`config.mk`:
```
export PLATFORM = sky130hd
export DESIGN_NAME = rot_loader
export DESIGN_NICKNAME = d
export VERILOG_FILES = /design/src/rtl/rot_loader_pkg.sv /design/src/rtl/rot_phase_counter.sv /design/src/rtl/rot_loader.sv
export SDC_FILE = /design/constraint.sdc
export NUM_CORES = 1
export LEC_CHECK = 0
export CAP_MARGIN = 20
export CORE_ASPECT_RATIO = 0.8
export CORE_MARGIN = 3
export CORE_UTILIZATION = 47
export CTS_BUF_LIST = sky130_fd_sc_hd__clkbuf_2 sky130_fd_sc_hd__clkbuf_4 sky130_fd_sc_hd__clkbuf_8
export DETAILED_ROUTE_END_ITERATION = 8
export GPL_ROUTABILITY_DRIVEN = 1
export PLACE_DENSITY = 0.78
export SLEW_MARGIN = 20
export SYNTH_ARGS = -nofsm -noshare
export SYNTH_HDL_FRONTEND = slang
export SYNTH_SLANG_ARGS = --single-unit
```
`constraint.sdc`:
```
create_clock -name clk -period 1.5 [get_ports clk]
set_input_delay 0.3 -clock clk [delete_from_list [all_inputs] [get_ports clk]]
set_output_delay 0.3 -clock clk [all_outputs]
set_load 0.01 [all_outputs]
```
`src/rtl/rot_loader_pkg.sv`:
```
// Shared definitions for the rotating-register loader.
// Holds the slot count, phase counter width, load lead, the loader
// state encoding and a nibble select helper used by the strobe mux.
package rot_loader_pkg;

    localparam int NIBBLES = 8;
    localparam int PHASE_W = $clog2(NIBBLES);
    // The rotating register shows a loaded nibble one cycle after set_data.
    localparam int LEAD    = 1;

    typedef enum logic [1:0] {
        IDLE,
        ALIGN,
        LOAD
    } load_state_t;

    // Returns nibble idx of a packed word (nibble k = word[4k+3:4k]).
    function automatic logic [3:0] nib_sel(input logic [4*NIBBLES-1:0] word,
                                           input logic [PHASE_W-1:0]   idx);
        logic [4*NIBBLES-1:0] shifted;
        shifted = word >> {idx, 2'b00};
        return shifted[3:0];
    endfunction

endpackage

```
`src/rtl/rot_phase_counter.sv`:
```
// Free-running phase counter shared by the loader and the rotating
// register, so both always agree on which nibble slot is current.
// Ports:
//   clk    - system clock
//   rst_n  - asynchronous active-low reset, clears the count
//   count  - current phase, increments every clock and wraps naturally
module rot_phase_counter #(
    parameter int WIDTH = 3
) (
    input  logic             clk,
    input  logic             rst_n,
    output logic [WIDTH-1:0] count
);

    always_ff @(posedge clk or negedge rst_n) begin
        if (!rst_n) begin
            count <= '0;
        end else begin
            count <= count + 1'b1;
        end
    end

endmodule

```
`src/rtl/rot_loader.sv`:
```
// Upstream feeder for the 32-bit nibble-rotating register.
// Accepts a word plus byte strobe, waits for the phase counter to reach
// the last slot, then spends one full rotation driving set_data/data_in
// so that each enabled nibble lands in the slot that is displayed when
// the counter equals its index.
// Ports:
//   clk, rst_n         - clock, asynchronous active-low reset
//   wr_valid/wr_ready  - write handshake (accepted when both high)
//   wr_data, wr_strb   - word and byte enables (bit b covers nibbles 2b, 2b+1)
//   counter            - shared free-running phase
//   rot_data, rot_set  - registered drive to the rotating register
//   busy               - a write is waiting for alignment or being loaded
module rot_loader
    import rot_loader_pkg::*;
(
    input  logic               clk,
    input  logic               rst_n,
    input  logic               wr_valid,
    output logic               wr_ready,
    input  logic [31:0]        wr_data,
    input  logic [3:0]         wr_strb,
    output logic [PHASE_W-1:0] counter,
    output logic [3:0]         rot_data,
    output logic               rot_set,
    output logic               busy
);

    load_state_t        state;
    load_state_t        state_next;
    logic [31:0]        shadow_data;
    logic [3:0]         shadow_strb;
    logic               capture;
    logic               phase_end;
    logic [PHASE_W-1:0] next_idx;
    logic               set_next;
    logic [3:0]         data_next;

    rot_phase_counter #(
        .WIDTH (PHASE_W)
    ) u_phase (
        .clk   (clk),
        .rst_n (rst_n),
        .count (counter)
    );

    assign phase_end = (counter == PHASE_W'(NIBBLES - 1));

    // An all-zero strobe is acknowledged but carries nothing to load.
    assign capture = wr_valid && wr_ready && (wr_strb != 4'b0000);

    // Outputs are registered, so the value computed now is seen in the
    // cycle with counter+1, which must target nibble (counter+1)+LEAD.
    assign next_idx = counter + PHASE_W'(1 + LEAD);

    assign busy = (state != IDLE);

    // Next-state logic: IDLE waits for a write, ALIGN waits for the
    // last phase slot, LOAD covers exactly one full rotation.
    always_comb begin
        state_next = state;
        case (state)
            IDLE: begin
                if (capture) begin
                    state_next = ALIGN;
                end
            end
            ALIGN: begin
                if (phase_end) begin
                    state_next = LOAD;
                end
            end
            LOAD: begin
                if (phase_end) begin
                    state_next = IDLE;
                end
            end
            default: begin
                state_next = IDLE;
            end
        endcase
    end

    // Strobe mux: a masked nibble leaves set low so the register keeps
    // recirculating its old content; data is forced to zero with it.
    always_comb begin
        set_next  = 1'b0;
        data_next = 4'h0;
        if (state_next == LOAD) begin
            set_next = shadow_strb[next_idx[PHASE_W-1:1]];
            if (set_next) begin
                data_next = nib_sel(shadow_data, next_idx);
            end
        end
    end

    // State, handshake and output registers. wr_ready is registered so it
    // stays low for as long as reset is held.
    always_ff @(posedge clk or negedge rst_n) begin
        if (!rst_n) begin
            state       <= IDLE;
            wr_ready    <= 1'b0;
            rot_set     <= 1'b0;
            rot_data    <= 4'h0;
            shadow_data <= '0;
            shadow_strb <= '0;
        end else begin
            state    <= state_next;
            wr_ready <= (state_next == IDLE);
            rot_set  <= set_next;
            rot_data <= data_next;
            if (capture) begin
                shadow_data <= wr_data;
                shadow_strb <= wr_strb;
            end
        end
    end

endmodule

```
== Word level (Yosys, flattened, before mapping) ==
Index checks and enable logic that the tools add are counted.
Widths: inputs -> output; s select.
Storage, ports and cells
  register bits: 47
  input port bits: 39
  logic and storage cells: 30
Operators by class
  $add $sub $neg: 2
  $lt $le $gt $ge: 1
  equal/unequal tests: 4
  shift operators: 1
  mux-type cells: 9
  reductions and logical operators: 6
Operators with widths (count)
  $shr 32x5->4: 1
  $mux 4: 2
  $mux 2: 3
  $pmux 2 s3: 1
  $eq 2x2->1 const B: 2
  $logic_not 2->1: 2
  $reduce_bool 4->1: 1
  $add 3x1->3 const B: 1
  $add 3x2->3 const B: 1
  $eq 3x3->1 const B: 1
  $lt 2x3->1 const B: 1
  $bmux 1 s2: 1
  $eq 2x1->1 const B: 1
  $logic_and 1x1->1: 2
  $mux 1: 2
  $reduce_bool 2->1: 1

== Longest topological paths before layout ==
  word-level depth: 6
  gate-level depth with buffers: 5

== Modules after synthesis ==
A second synthesis with hierarchy kept.
Second synthesis, totals
  cell total of the unflattened synthesis: 133
  area, all modules: 2167.1 sq um
By module, submodules not included
  rot_loader: times used 1, cells an instance 127, area each 2067.0 sq um, seq. area each 1101.1 sq um
  rot_phase_counter: times used 1, cells an instance 6, area each 100.1 sq um, seq. area each 75.1 sq um

== Least setup slack after synthesis ==
Ideal clock, no wire load.
  path type: register to register
  start: register u_phase.count[1]
  end: register rot_data[2]
  library setup time: 101 ps
  data arrival time: 1474 ps
  required time: 1399 ps
  setup slack: -75 ps
  cell stages (with the launch flop): 6
  buffers on the path: 0
  period minus slack after synthesis: 1575 ps
  cells stage by stage: dfrtp_1 -> ha_1 -> ha_1 -> nor3b_1 -> o21ai_2 -> nor4_1
On the way
  longest elaborated chain between the ends: 5
  elaborated cells on any way between the ends: 11
  classes of those cells: 1 x add/sub; 2 x eq/ne; 1 x shift; 7 x mux
Ends and longest elaborated chain
  from (decl): line rot_phase_counter.sv:12  | output logic [WIDTH-1:0] count
  from (signal assigned): line rot_phase_counter.sv:19  | count <= count + 1'b1;
  branches (longest 4 deep; another with $add 3x2->3)
  $mux 4 *: line rot_loader.sv:88  | if (state_next == LOAD) begin
  net data_next[2]: line rot_loader.sv:36  | logic [3:0] data_next;
  to (signal assigned): line rot_loader.sv:110  | rot_data <= data_next;
  to (decl): line rot_loader.sv:23  | output logic [3:0] rot_data,
Mark *: on every way through the listed nets, which the timed path passes. The select of a mux whose other input is x is not followed.
A chain may end at the register's enable or synchronous reset.

== Worst setup path after layout ==
  start: register u_phase.count[0]
  end: register rot_data[2]
The elaborated chain is that of the path after synthesis.

==> impl_metrics.csv <==
group,metric,value,unit
outcome,status,"complete, but fails checks",
outcome,violations,"negative setup slack",
finish,stdcell_count,266,
synthesis,synth.distinct_cells,26,
finish,drive_above_1_share,37.8,%
placed_design,io_buffers,48,
die,pin_count,49,
synthesis,synthMuxAreaShare,29.0,%
setup_path,cp-end-kind,"flip-flop",
route,wl,4.78,mm
clock_network,tritoncts,"done",
clock_network,clk_pin_slew,0.09,ns
route,wl_per_cell,18.0,um
synthesis,synthAdderAreaFrac,1.16,%
timing,worst_pin_slew,0.512,ns
route,remaining_drc_errors,0,
finish,n_antenna_cell,0,
timing,skew,0.00926,ns
clock_network,cts_buffer_depth,2,
setup_path,reg2reg_from,"u_phase.count[0]$_DFF_PN0_",
grt,grt_pass1_wl,7.31,mm
setup_path,path_cells,"ha_4 > ha_4 > nor3b_4 > o21ai_4 > nor4_2",
finish,final_common_cell,"dfrtp_1",
job,maxCapViolations,0,
synthesis,syn_area,2160,um^2
clock_network,clock_sinks,47,
synthesis,yosysWarnings,0,
pwr,p_per_area,1560,nW/um^2
finish,fillers,292,
route,top_layer_used,"met4",
die,rows,21,
timing,fmax,660,MHz
synthesis,synth-async-reset-ratio,100,%
route,via_per_inst,5.36,
placed_design,dpl.hpwl,3.23,mm
hold_path,min_from,"wr_strb[1]",
setup_path,worstSetupPathType,"flip-flop to flip-flop",
synthesis,synth-seq-area-share,54.3,%
finish,fin_util,70.6,%
timing,period_share,101,%
clock_network,root_buffer,"clkbuf_8",
clock_network,cts_buffers,5,
route,drt-pass1-iter-count,4,
synthesis,ys_ff_latch,47,
grt,grt_usage,18.0,%
finish,regArea,1180,um^2
setup_path,critPathLaunchType,"flip-flop",
grt,grt_overflow,0,
timing,rsz0062_at_grt,"yes",
grt,grt_pass1_vias,1509,
synthesis,synth_cells,141,
timing,slew_violations,0,
setup_path,worst_path_max_delay_cell,"dfrtp_1",
synthesis,synthXorXnorAreaFrac,0,%
finish,final_cell_area,3040,um^2
route,dr_wl_met3,229,um
route,initialDrtViolationCount,77,
setup_path,cpPeakStageDelay,0.42,ns
synthesis,synth_area_per_cell,15.4,um^2
route,vias,1427,
route,detail-route-antenna-nets,0,
setup_path,critPathTopFamily,"simple AND/OR/NAND/NOR gates",
synthesis,yosys.area_share.simple,7.80,%
clock_network,htree_num_levels,2,
synthesis,ys.flop_type,"dfrtp_1",
setup_path,crit_path_max_fanout,5,
placed_design,place_inst,252,
synthesis,synth_edf_count,0,
timing,slew-limit-headroom,65.0,%
die,die_w,81.9,um
hold_path,hp-class,"input pin to flip-flop",
setup_path,cp.arrival,1.71,ns
synthesis,synth_top_family_by_area,"multiplexers",
pwr,p_leak,1.41,nW
finish,multi_input_area,1010,um^2
synthesis,synth-compound-area-share,5.38,%
setup_path,cp-startpoint,"u_phase.count[0]$_DFF_PN0_",
timing,hold_violations,0,
route,wl_met1,2.15,mm
die,die_area,5460,um^2
synthesis,syn_nets,182,
setup_path,required,1.69,ns
grt,antenna_found_initial,0,
setup_path,cp_common_cell,"ha_4",
die,initial_core_util,50.2,%
route,dr_wl_met2,2.34,mm
finish,nNetsFinal,249,
timing,finalSetupViolations,2,
placed_design,dp_slack,-0.389,ns
die,core_area,4310,um^2
pwr,ir_drop,0.000751,V
die,die_h,66.7,um
placed_design,placed_cell_area,2780,um^2
timing,fin_ws,-0.0158,ns
clock_network,clk_latency,0.29,ns
finish,layout_common_cells,"dfrtp_1 (45), clkdlybuf4s50_1 (35), mux2_4 (29), buf_4 (11)",
placed_design,gp_congestion,0.753,
grt,grt_max_degree,48,
setup_path,path_buf_inv,0,
finish,area_growth,40.5,%
timing,finalCriticalPeriod,1.52,ns
-- synthesized netlist by cell type (3+ instances only) --
library cell | instances | share of area [%]
nor2b_1 | 8 | 2.3
mux2_1 | 7 | 3.6
o22ai_1 | 4 | 1.2
mux2_2 | 8 | 4.2
nand2b_1 | 3 | 0.87
nor4_1 | 4 | 1.2
dfrtp_1 | 47 | 54
a211oi_1 | 4 | 1.4
a2111oi_0 | 4 | 1.6
buf_6 | 3 | 1.6
mux2_4 | 29 | 20
-- what timing repair did --
item	in CTS	in global routing
hold endpoints to repair	47	0
gates resized for setup	12	22
pin swaps	7	5
gates cloned	0	1
endpoints found under the setup margin	43	39
hold buffers	1	0
setup buffers	3	1
-- worst reg2reg max path: stages (launching register included) --
cell,delay [ns]
dfrtp_1,0.42
ha_4,0.18
ha_4,0.17
nor3b_4,0.24
o21ai_4,0.12
nor4_2,0.30
-- stage by stage --
step,hold slack (ns),power [W],TNS (ns)
2_1_floorplan,0.00441,0.00327,0
3_3_place_gp,0.292,0.00376,-11.13
3_5_place_dp,0.303,0.00384,-13.19
4_1_cts,0.479,0.00469,-0.0468
5_1_grt,0.369,0.00504,-0.239
6_report,0.371,0.00476,-0.0168
-- final timing paths --
kind	to	slack, ns	cells after the start
setup reg to reg	rot_data[2]$_DFF_PN0_	-0.02	5
setup / recovery	rot_data[2]$_DFF_PN0_	-0.02	5
hold reg to reg	shadow_data[8]$_DFFE_PN0P_	0.49	1
hold / removal	shadow_strb[1]$_DFFE_PN0P_	0.37	2
min in group asynchronous	shadow_data[24]$_DFFE_PN0P_	0.51	3
max in group asynchronous	u_phase.count[2]$_DFF_PN0_	0.74	3
-- sequential cells by signal (all words and copies together), names as in the netlist --
name / count
rot_set: 1
shadow_strb: 4
state: 2
wr_ready: 1
shadow_data: 32
rot_data: 4
u_phase.count: 3
-- area by class of cell --
type,instances,share of cell area [%]
clock buffers,8,3.42
multi-input cells,87,33.4
flip-flops and latches,47,38.8
inverters,2,0.247
well taps,57,2.35
repair buffers,65,21.9
-- cell families (layout without fill, tap and decap cells) --
| group | count (synthesis) | count (layout) |
|---|---|---|
| flip-flops | 47 | 47 |
| multiplexers | 45 | 45 |
| AND/OR/NAND/NOR | 24 | 24 |
| AO/OA/AOI/OAI | 16 | 16 |
| buffers and inverters | 7 | 75 |
| adder cells (fa/ha/maj) | 2 | 2 |
-- report_power, final --
part / leakage (nW) / switching, W / total, W / internal (W)
Sequential: 0.561 / 0.000312 / 0.00214 / 0.00183
Combinational: 0.789 / 0.000587 / 0.00179 / 0.00120
Clock: 0.0549 / 0.000397 / 0.000836 / 0.000439
Total: 1.41 / 0.00130 / 0.00476 / 0.00346
-- per-layer routing --
layer / up-vias / GRT usage (%)
met2: 39 / 27.3
met4: 0 / 6.22
met3: 6 / 5.27
li1: 653 / -
met5: - / 0
met1: 729 / 24.6
(Power assumes the default switching activity.)
